==> config.mk <==
export PLATFORM = sky130hd
export DESIGN_NAME = display_timing_pattern_gen
export DESIGN_NICKNAME = d
export VERILOG_FILES = /design/src/rtl/display_pkg.sv /design/src/rtl/display_pattern_engine.sv /design/src/rtl/display_timing_pattern_gen.sv
export SDC_FILE = /design/constraint.sdc
export NUM_CORES = 1
export LEC_CHECK = 0
export CAP_MARGIN = 30
export CORE_MARGIN = 2
export CORE_UTILIZATION = 40
export DETAILED_ROUTE_END_ITERATION = 10
export MAX_ROUTING_LAYER = met4
export PLACE_DENSITY = 0.8
export SLEW_MARGIN = 30
export SYNTH_ARGS = -nofsm -noshare
export SYNTH_HDL_FRONTEND = slang
export SYNTH_SLANG_ARGS = --single-unit
==> constraint.sdc <==
create_clock -name pix_clk -period 13.26 [get_ports pix_clk]
set_input_delay 1.326 -clock pix_clk [delete_from_list [all_inputs] [get_ports pix_clk]]
set_output_delay 1.326 -clock pix_clk [all_outputs]
set_load 0.01 [all_outputs]
==> src/rtl/display_pkg.sv <==
// Shared definitions for the display timing / test-pattern generator:
// control-register bit positions, pattern encodings and the colour-bar table.
package display_pkg;

    localparam int CTRL_EN_BIT    = 0;
    localparam int CTRL_HPOL_BIT  = 1;
    localparam int CTRL_VPOL_BIT  = 2;
    localparam int CTRL_PAT_LSB   = 8;
    localparam int CTRL_PAT_W     = 3;
    localparam int CTRL_SHIFT_LSB = 16;
    localparam int CTRL_SHIFT_W   = 4;

    typedef enum logic [2:0] {
        PAT_SOLID   = 3'd0,
        PAT_BARS    = 3'd1,
        PAT_CHECKER = 3'd2,
        PAT_HRAMP   = 3'd3,
        PAT_VRAMP   = 3'd4
    } pat_mode_e;

    // {R,G,B} full-scale flags, index 0 = white ... index 7 = black
    localparam logic [7:0][2:0] BAR_RGB = {3'b000, 3'b001, 3'b100, 3'b101,
                                           3'b010, 3'b011, 3'b110, 3'b111};

endpackage

==> src/rtl/display_pattern_engine.sv <==
// Combinational test-pattern engine: maps the active-region pixel coordinate
// and the shadowed pattern settings to the next {pad, R, G, B} pixel word.
module display_pattern_engine
    import display_pkg::*;
#(
    parameter int C_CNT_WIDTH   = 12,
    parameter int C_DATA_WIDTH  = 32,
    parameter int C_RED_WIDTH   = 8,
    parameter int C_GREEN_WIDTH = 8,
    parameter int C_BLUE_WIDTH  = 8
) (
    input  logic [C_CNT_WIDTH-1:0]                             x_i,
    input  logic [C_CNT_WIDTH-1:0]                             y_i,
    input  logic                                               active_i,
    input  logic [CTRL_PAT_W-1:0]                              mode_i,
    input  logic [CTRL_SHIFT_W-1:0]                            shift_i,
    input  logic [C_RED_WIDTH+C_GREEN_WIDTH+C_BLUE_WIDTH-1:0]  test_data_i,
    output logic [C_DATA_WIDTH-1:0]                            pix_data_o
);

    localparam int RGB_W = C_RED_WIDTH + C_GREEN_WIDTH + C_BLUE_WIDTH;

    logic [C_CNT_WIDTH-1:0] xs_s;
    logic [C_CNT_WIDTH-1:0] ys_s;
    logic [2:0]             bar_s;
    logic [RGB_W-1:0]       rgb_s;
    logic                   unused_s;

    assign xs_s     = x_i >> shift_i;
    assign ys_s     = y_i >> shift_i;
    assign bar_s    = BAR_RGB[xs_s[2:0]];
    assign unused_s = ^{xs_s, ys_s};

    // Pattern select; ramps use size casts so each channel truncates or zero-extends
    always_comb begin
        rgb_s = '0;
        if (!active_i) begin
            rgb_s = '0;
        end else begin
            case (mode_i)
                PAT_SOLID:   rgb_s = test_data_i;
                PAT_BARS:    rgb_s = {{C_RED_WIDTH{bar_s[2]}}, {C_GREEN_WIDTH{bar_s[1]}},
                                      {C_BLUE_WIDTH{bar_s[0]}}};
                PAT_CHECKER: rgb_s = (xs_s[0] ^ ys_s[0]) ? test_data_i : '0;
                PAT_HRAMP:   rgb_s = {C_RED_WIDTH'(xs_s), C_GREEN_WIDTH'(xs_s), C_BLUE_WIDTH'(xs_s)};
                PAT_VRAMP:   rgb_s = {C_RED_WIDTH'(ys_s), C_GREEN_WIDTH'(ys_s), C_BLUE_WIDTH'(ys_s)};
                default:     rgb_s = '0;
            endcase
        end
    end

    assign pix_data_o = C_DATA_WIDTH'(rgb_s);

endmodule

==> src/rtl/display_timing_pattern_gen.sv <==
// Video timing and test-pattern generator: h/v counters, frame-boundary shadowed
// configuration and registered XSVI-style outputs in the pix_clk domain.
module display_timing_pattern_gen
    import display_pkg::*;
#(
    parameter int C_S_AXI_DATA_WIDTH = 32,
    parameter int C_CNT_WIDTH        = 12,
    parameter int C_DATA_WIDTH       = 32,
    parameter int C_RED_WIDTH        = 8,
    parameter int C_GREEN_WIDTH      = 8,
    parameter int C_BLUE_WIDTH       = 8
) (
    input  logic                          pix_clk,
    input  logic                          areset,
    input  logic                          pix_clk_locked,
    input  logic [C_S_AXI_DATA_WIDTH-1:0] ctrl,
    input  logic [C_S_AXI_DATA_WIDTH-1:0] test_data,
    input  logic [C_S_AXI_DATA_WIDTH-1:0] hs_end,
    input  logic [C_S_AXI_DATA_WIDTH-1:0] hbp_end,
    input  logic [C_S_AXI_DATA_WIDTH-1:0] hfp_begin,
    input  logic [C_S_AXI_DATA_WIDTH-1:0] hline_end,
    input  logic [C_S_AXI_DATA_WIDTH-1:0] vs_end,
    input  logic [C_S_AXI_DATA_WIDTH-1:0] vbp_end,
    input  logic [C_S_AXI_DATA_WIDTH-1:0] vfp_begin,
    input  logic [C_S_AXI_DATA_WIDTH-1:0] vline_end,
    output logic [C_DATA_WIDTH-1:0]       pix_data,
    output logic                          hsync,
    output logic                          vsync,
    output logic                          vde,
    output logic                          frame_start
);

    localparam int CW    = C_CNT_WIDTH;
    localparam int RGB_W = C_RED_WIDTH + C_GREEN_WIDTH + C_BLUE_WIDTH;

    typedef struct packed {
        logic                    pol_h;
        logic                    pol_v;
        logic [CTRL_PAT_W-1:0]   mode;
        logic [CTRL_SHIFT_W-1:0] shift;
        logic [RGB_W-1:0]        test;
        logic [CW-1:0]           hs_end;
        logic [CW-1:0]           hbp_end;
        logic [CW-1:0]           hfp_begin;
        logic [CW-1:0]           hline_end;
        logic [CW-1:0]           vs_end;
        logic [CW-1:0]           vbp_end;
        logic [CW-1:0]           vfp_begin;
        logic [CW-1:0]           vline_end;
    } cfg_t;

    cfg_t                    cfg_in_s, cfg_s, cfg_d, cfg_q;
    logic                    rst_s, en_s, en_q, rise_s, load_s;
    logic                    h_last_s, v_last_s, active_s, unused_s;
    logic [CW-1:0]           hcount_d, hcount_q, vcount_d, vcount_q, x_s, y_s;
    logic [C_DATA_WIDTH-1:0] pix_s, pix_data_d, pix_data_q;
    logic                    hsync_d, hsync_q, vsync_d, vsync_q;
    logic                    vde_d, vde_q, frame_start_d, frame_start_q;

    // Loss of MMCM lock behaves exactly like areset
    assign rst_s    = areset | ~pix_clk_locked;
    assign en_s     = ctrl[CTRL_EN_BIT];
    assign unused_s = ^{ctrl, test_data, hs_end, hbp_end, hfp_begin, hline_end,
                        vs_end, vbp_end, vfp_begin, vline_end};

    // Register-file view truncated to the shadowed fields
    always_comb begin
        cfg_in_s           = '0;
        cfg_in_s.pol_h     = ctrl[CTRL_HPOL_BIT];
        cfg_in_s.pol_v     = ctrl[CTRL_VPOL_BIT];
        cfg_in_s.mode      = ctrl[CTRL_PAT_LSB +: CTRL_PAT_W];
        cfg_in_s.shift     = ctrl[CTRL_SHIFT_LSB +: CTRL_SHIFT_W];
        cfg_in_s.test      = test_data[RGB_W-1:0];
        cfg_in_s.hs_end    = hs_end[CW-1:0];
        cfg_in_s.hbp_end   = hbp_end[CW-1:0];
        cfg_in_s.hfp_begin = hfp_begin[CW-1:0];
        cfg_in_s.hline_end = hline_end[CW-1:0];
        cfg_in_s.vs_end    = vs_end[CW-1:0];
        cfg_in_s.vbp_end   = vbp_end[CW-1:0];
        cfg_in_s.vfp_begin = vfp_begin[CW-1:0];
        cfg_in_s.vline_end = vline_end[CW-1:0];
    end

    // On the enable edge the shadow is loaded in the same cycle as pixel (0,0) is
    // computed, so that pixel bypasses the shadow and uses the incoming settings.
    assign rise_s   = en_s & ~en_q;
    assign cfg_s    = rise_s ? cfg_in_s : cfg_q;
    assign h_last_s = (cfg_s.hline_end <= CW'(1)) || (hcount_q == cfg_s.hline_end - CW'(1));
    assign v_last_s = (cfg_s.vline_end <= CW'(1)) || (vcount_q == cfg_s.vline_end - CW'(1));
    assign load_s   = rise_s | (en_s & h_last_s & v_last_s);
    assign cfg_d    = load_s ? cfg_in_s : cfg_q;

    assign active_s = (hcount_q >= cfg_s.hbp_end) && (hcount_q < cfg_s.hfp_begin) &&
                      (vcount_q >= cfg_s.vbp_end) && (vcount_q < cfg_s.vfp_begin);
    assign x_s      = hcount_q - cfg_s.hbp_end;
    assign y_s      = vcount_q - cfg_s.vbp_end;

    display_pattern_engine #(
        .C_CNT_WIDTH   (C_CNT_WIDTH),
        .C_DATA_WIDTH  (C_DATA_WIDTH),
        .C_RED_WIDTH   (C_RED_WIDTH),
        .C_GREEN_WIDTH (C_GREEN_WIDTH),
        .C_BLUE_WIDTH  (C_BLUE_WIDTH)
    ) u_engine (
        .x_i         (x_s),
        .y_i         (y_s),
        .active_i    (active_s),
        .mode_i      (cfg_s.mode),
        .shift_i     (cfg_s.shift),
        .test_data_i (cfg_s.test),
        .pix_data_o  (pix_s)
    );

    // Counter next state; degenerate line/frame lengths pin the counter at 0
    always_comb begin
        hcount_d = '0;
        vcount_d = '0;
        if (en_s) begin
            if (h_last_s) begin
                hcount_d = '0;
                vcount_d = v_last_s ? '0 : vcount_q + CW'(1);
            end else begin
                hcount_d = hcount_q + CW'(1);
                vcount_d = vcount_q;
            end
        end else begin
            hcount_d = '0;
            vcount_d = '0;
        end
    end

    // Output next state; while disabled the syncs idle at their inactive level
    always_comb begin
        hsync_d       = 1'b0;
        vsync_d       = 1'b0;
        vde_d         = 1'b0;
        pix_data_d    = '0;
        frame_start_d = 1'b0;
        if (en_s) begin
            hsync_d       = (hcount_q < cfg_s.hs_end) ^ cfg_s.pol_h;
            vsync_d       = (vcount_q < cfg_s.vs_end) ^ cfg_s.pol_v;
            vde_d         = active_s;
            pix_data_d    = pix_s;
            frame_start_d = (hcount_q == '0) && (vcount_q == '0);
        end else begin
            hsync_d = cfg_s.pol_h;
            vsync_d = cfg_s.pol_v;
        end
    end

    // State, shadow and output registers
    always_ff @(posedge pix_clk or posedge rst_s) begin
        if (rst_s) begin
            en_q          <= 1'b0;
            cfg_q         <= '0;
            hcount_q      <= '0;
            vcount_q      <= '0;
            hsync_q       <= 1'b0;
            vsync_q       <= 1'b0;
            vde_q         <= 1'b0;
            pix_data_q    <= '0;
            frame_start_q <= 1'b0;
        end else begin
            en_q          <= en_s;
            cfg_q         <= cfg_d;
            hcount_q      <= hcount_d;
            vcount_q      <= vcount_d;
            hsync_q       <= hsync_d;
            vsync_q       <= vsync_d;
            vde_q         <= vde_d;
            pix_data_q    <= pix_data_d;
            frame_start_q <= frame_start_d;
        end
    end

    assign pix_data    = pix_data_q;
    assign hsync       = hsync_q;
    assign vsync       = vsync_q;
    assign vde         = vde_q;
    assign frame_start = frame_start_q;

endmodule

; Yosys cells after proc, flatten, opt, wreduce, memory -nomap -nowiden
; Memories as Yosys holds them, arrays and structs flattened.
; Cells that the tools add are included.
[word_totals]
wordCells = 80
memories = 1
out_inout_bits = 36
romBits = 24
latch_bits = 0
ff_bits = 190
in_bits = 323
ramBits = 0
[mem_list]
columns = name, depth, word_bits, rd, rd_clocked_by_memory_dff, write_ports, line_no
row1 = (no name shown), 8, 3, 1, 0, 0, display_pattern_engine.sv:31  ; assign bar_s = BAR_RGB[xs_s[2:0]];
[op_classes]
n_lt_le_gt_ge = 9
bitwise = 10
muxes = 15
reduce_logical = 9
add_sub_neg = 6
div = 0
n_mul = 0
shifts = 2
n_eq_ne = 7
[op_table]
columns = cell, n
row1 = two-way mux 129 bit, 1
row2 = one-hot mux 24 bit (5 select lines), 1
row3 = two-way mux 24 bit, 3
row4 = two-way mux 12 bit, 5
row5 = < comparator 12 bit, 4
row6 = "adder 12 x 1 -> 12 bit, second input constant", 2
row7 = == test 12 bit, 2
row8 = >= comparator 12 bit, 2
row9 = "<= comparator 12 x 1 -> 1 bit, second input constant", 2
row10 = zero test 12 bit, 2
row11 = right shift 12 x 4 -> 8 bit, 2
row12 = "subtractor 12 x 1 -> 12 bit, second input constant", 2
row13 = subtractor 12 bit, 2
row14 = "== test 3 x 2 -> 1 bit, second input constant", 2
row15 = logical AND 1 bit, 4
row16 = "< comparator 3 x 4 -> 1 bit, second input constant", 1
row17 = two-way mux 1 bit, 4
row18 = AND 1 bit, 3
row19 = "== test 3 x 1 -> 1 bit, second input constant", 1
row20 = "== test 3 bit, second input constant", 1
row21 = zero test 3 bit, 1
row22 = two-way mux 3 bit, 1
row23 = bitwise XOR 1 bit, 3
row24 = logical OR 1 bit, 2
row25 = 3 further kinds, 5

; Depth between registers and ports, before layout
[depth]
word_depth = 10
mapped_depth = 22
mapped_depth_nobuf = 15

; Hierarchy
; Synthesis repeated with hierarchy kept, for this count alone.
[hier_totals]
cells_unflattened = 1327
area_unflattened_um2 = 14290.0
[by_module_without_submodules]
columns = module, area_each_um2, instances, seq_area_each_um2, cells_each
row1 = display_timing_pattern_gen, 12430.7, 1, 4754.6, 1118
row2 = display_pattern_engine, 1859.3, 1, 0.0, 209

; Worst setup path before layout
; Ideal clock, no wire load.
[synth_path]
kind = in2reg
from = in ctrl[0]
to = reg pix_data_q[10] (netlist: pix_data[10])
cell_stages = 22
arrival_time_ns = 5.774
required_time_ns = 13.177
slack_ns = 7.404
setup_time_ns = 0.083
path_buffers = 7
cell_sequence = nand2b_1 > buf_2 > buf_4 > buf_2 > buf_2 > clkbuf_1 > clkbuf_1 > nand2_1 > nand2_1 > ha_1 > fa_1 > nand2b_1 > a211oi_1 > mux2i_1 > o21ai_0 > o211ai_1 > nand3_1 > a32o_1 > o41ai_2 > buf_4 > nand2_1 > a31oi_1
[synth_via]
elab_chain_cells = 9
elab_cells_between_ends = 25
classes_between = 2 x add/sub / 4 x order compare / 4 x eq/ne / 2 x shift / 6 x mux / 2 x bitwise / 4 x reduce/logical / 1 x memory
[synth_rtl]
columns = element, line_no
row1 = "start, declared", display_timing_pattern_gen.sv:16  ; input logic [C_S_AXI_DATA_WIDTH-1:0] ctrl,
row2 = AND 1 bit, display_timing_pattern_gen.sv:86  ; assign rise_s = en_s & ~en_q;
row3 = two-way mux 129 bit, display_timing_pattern_gen.sv:87  ; assign cfg_s = rise_s ? cfg_in_s : cfg_q;
row4 = "subtractor 12 bit, on equally long branches", "display_timing_pattern_gen.sv:95, display_timing_pattern_gen.sv:96"
row5 = "right shift 12 x 4 -> 8 bit, on equally long branches", "display_pattern_engine.sv:29, display_pattern_engine.sv:30"
row6 = memory (8 x 3 bit) or bitwise XOR 1 bit (tied branches), n/a
row7 = two-way mux 3 bit (not written as such) or two-way mux 24 bit (tied branches), "display_pattern_engine.sv:31, display_pattern_engine.sv:44"
row8 = one-hot mux 24 bit (5 select lines), display_pattern_engine.sv:40  ; case (mode_i)
row9 = two-way mux 24 bit, display_pattern_engine.sv:37  ; if (!active_i) begin
row10 = two-way mux 24 bit *, display_timing_pattern_gen.sv:139  ; if (en_s) begin
row11 = named net pix_data_d[10], display_timing_pattern_gen.sv:56  ; logic [C_DATA_WIDTH-1:0] pix_s, pix_data_d, pix_data_q;
row12 = "end signal, assigned", display_timing_pattern_gen.sv:171  ; pix_data_q <= pix_data_d;
row13 = "end, declared", display_timing_pattern_gen.sv:56
; The timed path passes the listed nets; every way through them passes the cells marked *. The select of a mux whose other input is x is not followed.
; A chain may end at the register's enable or synchronous reset.

; Final worst setup path
[layout_path]
from = in ctrl[0]
to = reg pix_data_q[11] (netlist: pix_data[11])
; Same word-level chain as after synthesis.

==> out/qor.json <==
{
  "outcome": "complete, no violations",
  "cts.repair_timing.setup_buffer_count": 0,
  "worstHoldPathType": "register to register",
  "syn-mean-instance-area_sq_um": 10.0,
  "cp_cell_sequence": "clkdlybuf4s50_1 -> buf_4 -> nor2b_4 -> buf_4 -> buf_4 -> mux2i_1 -> ha_1 -> a21o_1 -> a21oi_1 -> mux2_2 -> nor4_1 -> a211oi_1 -> nand3_1 -> nor3_1 -> o41ai_4 -> buf_6 -> nand2_1 -> a31oi_1",
  "max_slew.worst_pin.slew_ps": 864,
  "adder_cell_area_share_of_the_yosys_netlist_pct": 7.46,
  "clkSinkCount": 182,
  "final_antenna_net_count": 0,
  "mappedNetlistArea_sq_um": 13300,
  "min-delay-start": "cfg_q[62]",
  "maxCapViolations": 0,
  "syn_to_final_growth_pct": 19.2,
  "required_time_at_the_endpoint_of_the_critical_path_ps": 13630,
  "grt_pass1_vias": 11000,
  "fp.dieArea_sq_um": 34700,
  "static-leakage-power_nw": 7.44,
  "post-synth-top-area-fraction_pct": 34.3,
  "cts_tree": "built",
  "commonest_register_cell_after_synthesis": "sky130_fd_sc_hd__dfrtp_1",
  "critPathMostFrequentCell": "sky130_fd_sc_hd__buf_4",
  "floorplan.initialDensity_pct": 40.7,
  "worst-setup-path-type": "input pin to register",
  "placementRows": 66,
  "area_of_combinational_cells_with_multiple_inputs_sq_um": 8300,
  "finish.net_count": 1849,
  "worst_ep_arrival_time_ps": 7560,
  "fp.coreArea_sq_um": 32600,
  "sequential_cell_area_sq_um": 4550,
  "min_period_over_period_pct": 54.2,
  "placed_cells_incl_taps": 1870,
  "element_type_at_the_critical_path_start": "input pin",
  "wl_per_cell_microns": 19.1,
  "critical_path.max_fanout": 43,
  "cts_max_level": 4,
  "grt-ovfl-total": 0,
  "post_route_hold_slack_ps": 491,
  "layout_commonest_cell": "sky130_fd_sc_hd__dfrtp_1",
  "ys_async_sr_fraction_pct": 100,
  "critPathMaxStageDelay_ps": 690,
  "maxClockFrequency_ghz": 0.139,
  "layout-drive-gt1-share_pct": 13.0,
  "post_detail_place_hpwl_mm": 26.2,
  "postSynthRegisterBits": 182,
  "postSynthCellCount": 1322,
  "postCtsHoldBufs": 0,
  "post_synth_main_area_contributors": "sky130_fd_sc_hd__dfrtp_1 (34%), sky130_fd_sc_hd__mux2_4 (11%), sky130_fd_sc_hd__mux2i_1 (7.6%), sky130_fd_sc_hd__ha_1 (7.2%), sky130_fd_sc_hd__nand2_1 (4.9%)",
  "final-instance-count-excl-fill": 1904,
  "yosysWarnings": 0,
  "drtIter0Drc": 722,
  "worstSetupStartpoint": "ctrl[0]",
  "unrepaired_setup_endpoints_after_global_routing": "false",
  "synthXorXnorAreaFrac_pct": 3.63,
  "insertion_delay_ps": 460,
  "via_count": 10800,
  "synth_cell_types": 84,
  "worst_r2r_startpoint": "en_q",
  "finClkSkew_ps": 13.7,
  "cpMaxStageDelayCell": "sky130_fd_sc_hd__o41ai_4",
  "critPathBufInv": 5,
  "number_of_synthesized_flops_with_an_enable_pin": 0,
  "drt-vias-per-instance": 5.67,
  "setup_viol_count_final": 0,
  "worst_voltage_drop_across_the_vdd_grid_mv": 0.0984,
  "worstSetupEndpointType": "register",
  "drc": 0,
  "detail_route.wirelength_mm": 36.4,
  "track_usage_pct": 22.2,
  "root_buffer": "sky130_fd_sc_hd__clkbuf_16",
  "buffer_depth_of_the_longest_clock_path": 2,
  "synth_simple_gate_area_share_pct": 14.5,
  "timing.final.hold_violations": 0,
  "muxShareOfSynthArea_pct": 22.1,
  "synth_compound_gate_area_share_pct": 14.2,
  "portBuffers": 160,
  "critical_path.top_delay_family": "buffers and inverters",
  "grt_max_degree": 183,
  "p_per_area_nw_per_um2": 118,
  "drt_pre_antenna_iters": 5,
  "synth_top_cell_by_area": "sky130_fd_sc_hd__dfrtp_1",
  "die_x_microns": 186,
  "top_level_ports": 359,
  "main_combinational_cell_family_by_area_after_synthesis": "multiplexers",
  "layout_min_cycle_time_ps": 7190,
  "relSlewSlack_pct": 42.4,
  "place.gp.congestion": 0.957,
  "commonest_cells_after_routing_fill_and_taps_aside": "sky130_fd_sc_hd__dfrtp_1 (182), sky130_fd_sc_hd__nand2_1 (174), sky130_fd_sc_hd__clkdlybuf4s50_1 (160)",
  "floorplan.die.height_microns": 186,
  "number_of_antenna_violations_at_the_first_check_in_global_routing": 1,
  "cts-resized-gates": 0,
  "grt_first_pass_wirelength_mm": 58.5,
  "yosysSeqAreaShare_pct": 34.3,
  "worst_setup_hold_path_clk_slew_ps": 80,
  "nFillCells": 2952,
  "timing_max_transition_violations_final": 0,
  "cts_made_buffers": 17,
  "total_negative_slack_for_setup_checks_ps": 0
}
[synthesized netlist by cell type, types with 21 or more instances]
cell and n:
sky130_fd_sc_hd__a21oi_1 47, sky130_fd_sc_hd__mux2_4 100, sky130_fd_sc_hd__a31oi_1 39, sky130_fd_sc_hd__xnor2_1 32
sky130_fd_sc_hd__o21ai_0 39, sky130_fd_sc_hd__dfrtp_1 182, sky130_fd_sc_hd__clkbuf_1 29, sky130_fd_sc_hd__nand2_1 174
sky130_fd_sc_hd__nor2_1 70, sky130_fd_sc_hd__mux2i_1 101, sky130_fd_sc_hd__nor3_1 21, sky130_fd_sc_hd__ha_1 76
sky130_fd_sc_hd__xor2_1 23, sky130_fd_sc_hd__nand3_1 29, sky130_fd_sc_hd__mux2_2 23
[path summary, 6_finish.rpt]
| check | end | slack [ps] | cells after the start |
|---|---|---|---|
| max in group asynchronous | cfg_q[46] | 10950 | 4 |
| worst max register to register | pix_data[11] | 7140 | 16 |
| worst min register to register | cfg_q[62] | 490 | 1 |
| min in group asynchronous | cfg_q[103] | 1380 | 3 |
| worst min-delay path | cfg_q[62] | 490 | 1 |
| worst max-delay path | pix_data[11] | 6070 | 18 |
[stage by stage]
stage / setup WS (ps) / total power, mW / cell area (sq um) / util, %
finish: 6070 / 1.87 / 15800 / 48.6
global route: 5610 / 1.98 / 15800 / 48.6
CTS: 6100 / 1.88 / 15800 / 48.5
detailed placement: 5640 / 1.33 / 15200 / 46.6
global placement: 5320 / 1.31 / 15200 / 46.5
floorplan: 383 / 1.15 / 13300 / -
[sequential cells by signal (all words and copies together), names as in the netlist]
| signal | cells |
|---|---|
| hsync | 1 |
| vde | 1 |
| frame_start | 1 |
| pix_data | 24 |
| vsync | 1 |
| cfg_q | 129 |
| vcount_q | 12 |
| hcount_q | 12 |
| en_q | 1 |
[report_power, final]
group	switching, mW	internal, mW	leakage [nW]
logic	0.335	0.305	4.83
registers	0.0535	0.636	2.32
clock network	0.251	0.287	0.300
total	0.640	1.23	7.44
[kinds of logic (layout without fill, tap and decap cells)]
family                     count (synthesis)  count (layout)
AOI/OAI and AO/OA                        273             273
xor gates and xnor gates                  55              55
adders and majority gates                 78              78
buffers and inverters                     93             225
DFF                                      182             182
muxes                                    237             237
other                                      1               9
and+or+nand+nor                          403             403
[worst register-to-register path: cells and delay by family (launching register included)]
family                     cells  cell delay [ps]
and+or+nand+nor                5             1380
muxes                          2              780
AOI/OAI and AO/OA              5             1550
buffers and inverters          3             1380
adders and majority gates      1              420
DFF                            1              560
[cell type report]
class / instances / share of cell area, %
Clock buffer: 17 / 2.69
Tap cell: 442 / 3.49
Clock inverter: 15 / 1.18
Multi-Input combinational cell: 1054 / 52.4
Inverter: 19 / 0.450
Sequential cell: 182 / 28.7
Antenna cell: 1 / 0.0158
Timing Repair Buffer: 174 / 11.0
[routing by layer]
metal / vias up / global-route usage, % / part of all wire [%]
met5: - / - / 0
met2: 337 / 36.6 / 48
met4: 0 / 7.02 / 2.4
met1: 5303 / 27.7 / 44
met3: 46 / 3.84 / 5.3
li1: 5116 / - / -
(Power assumes the default switching activity.)
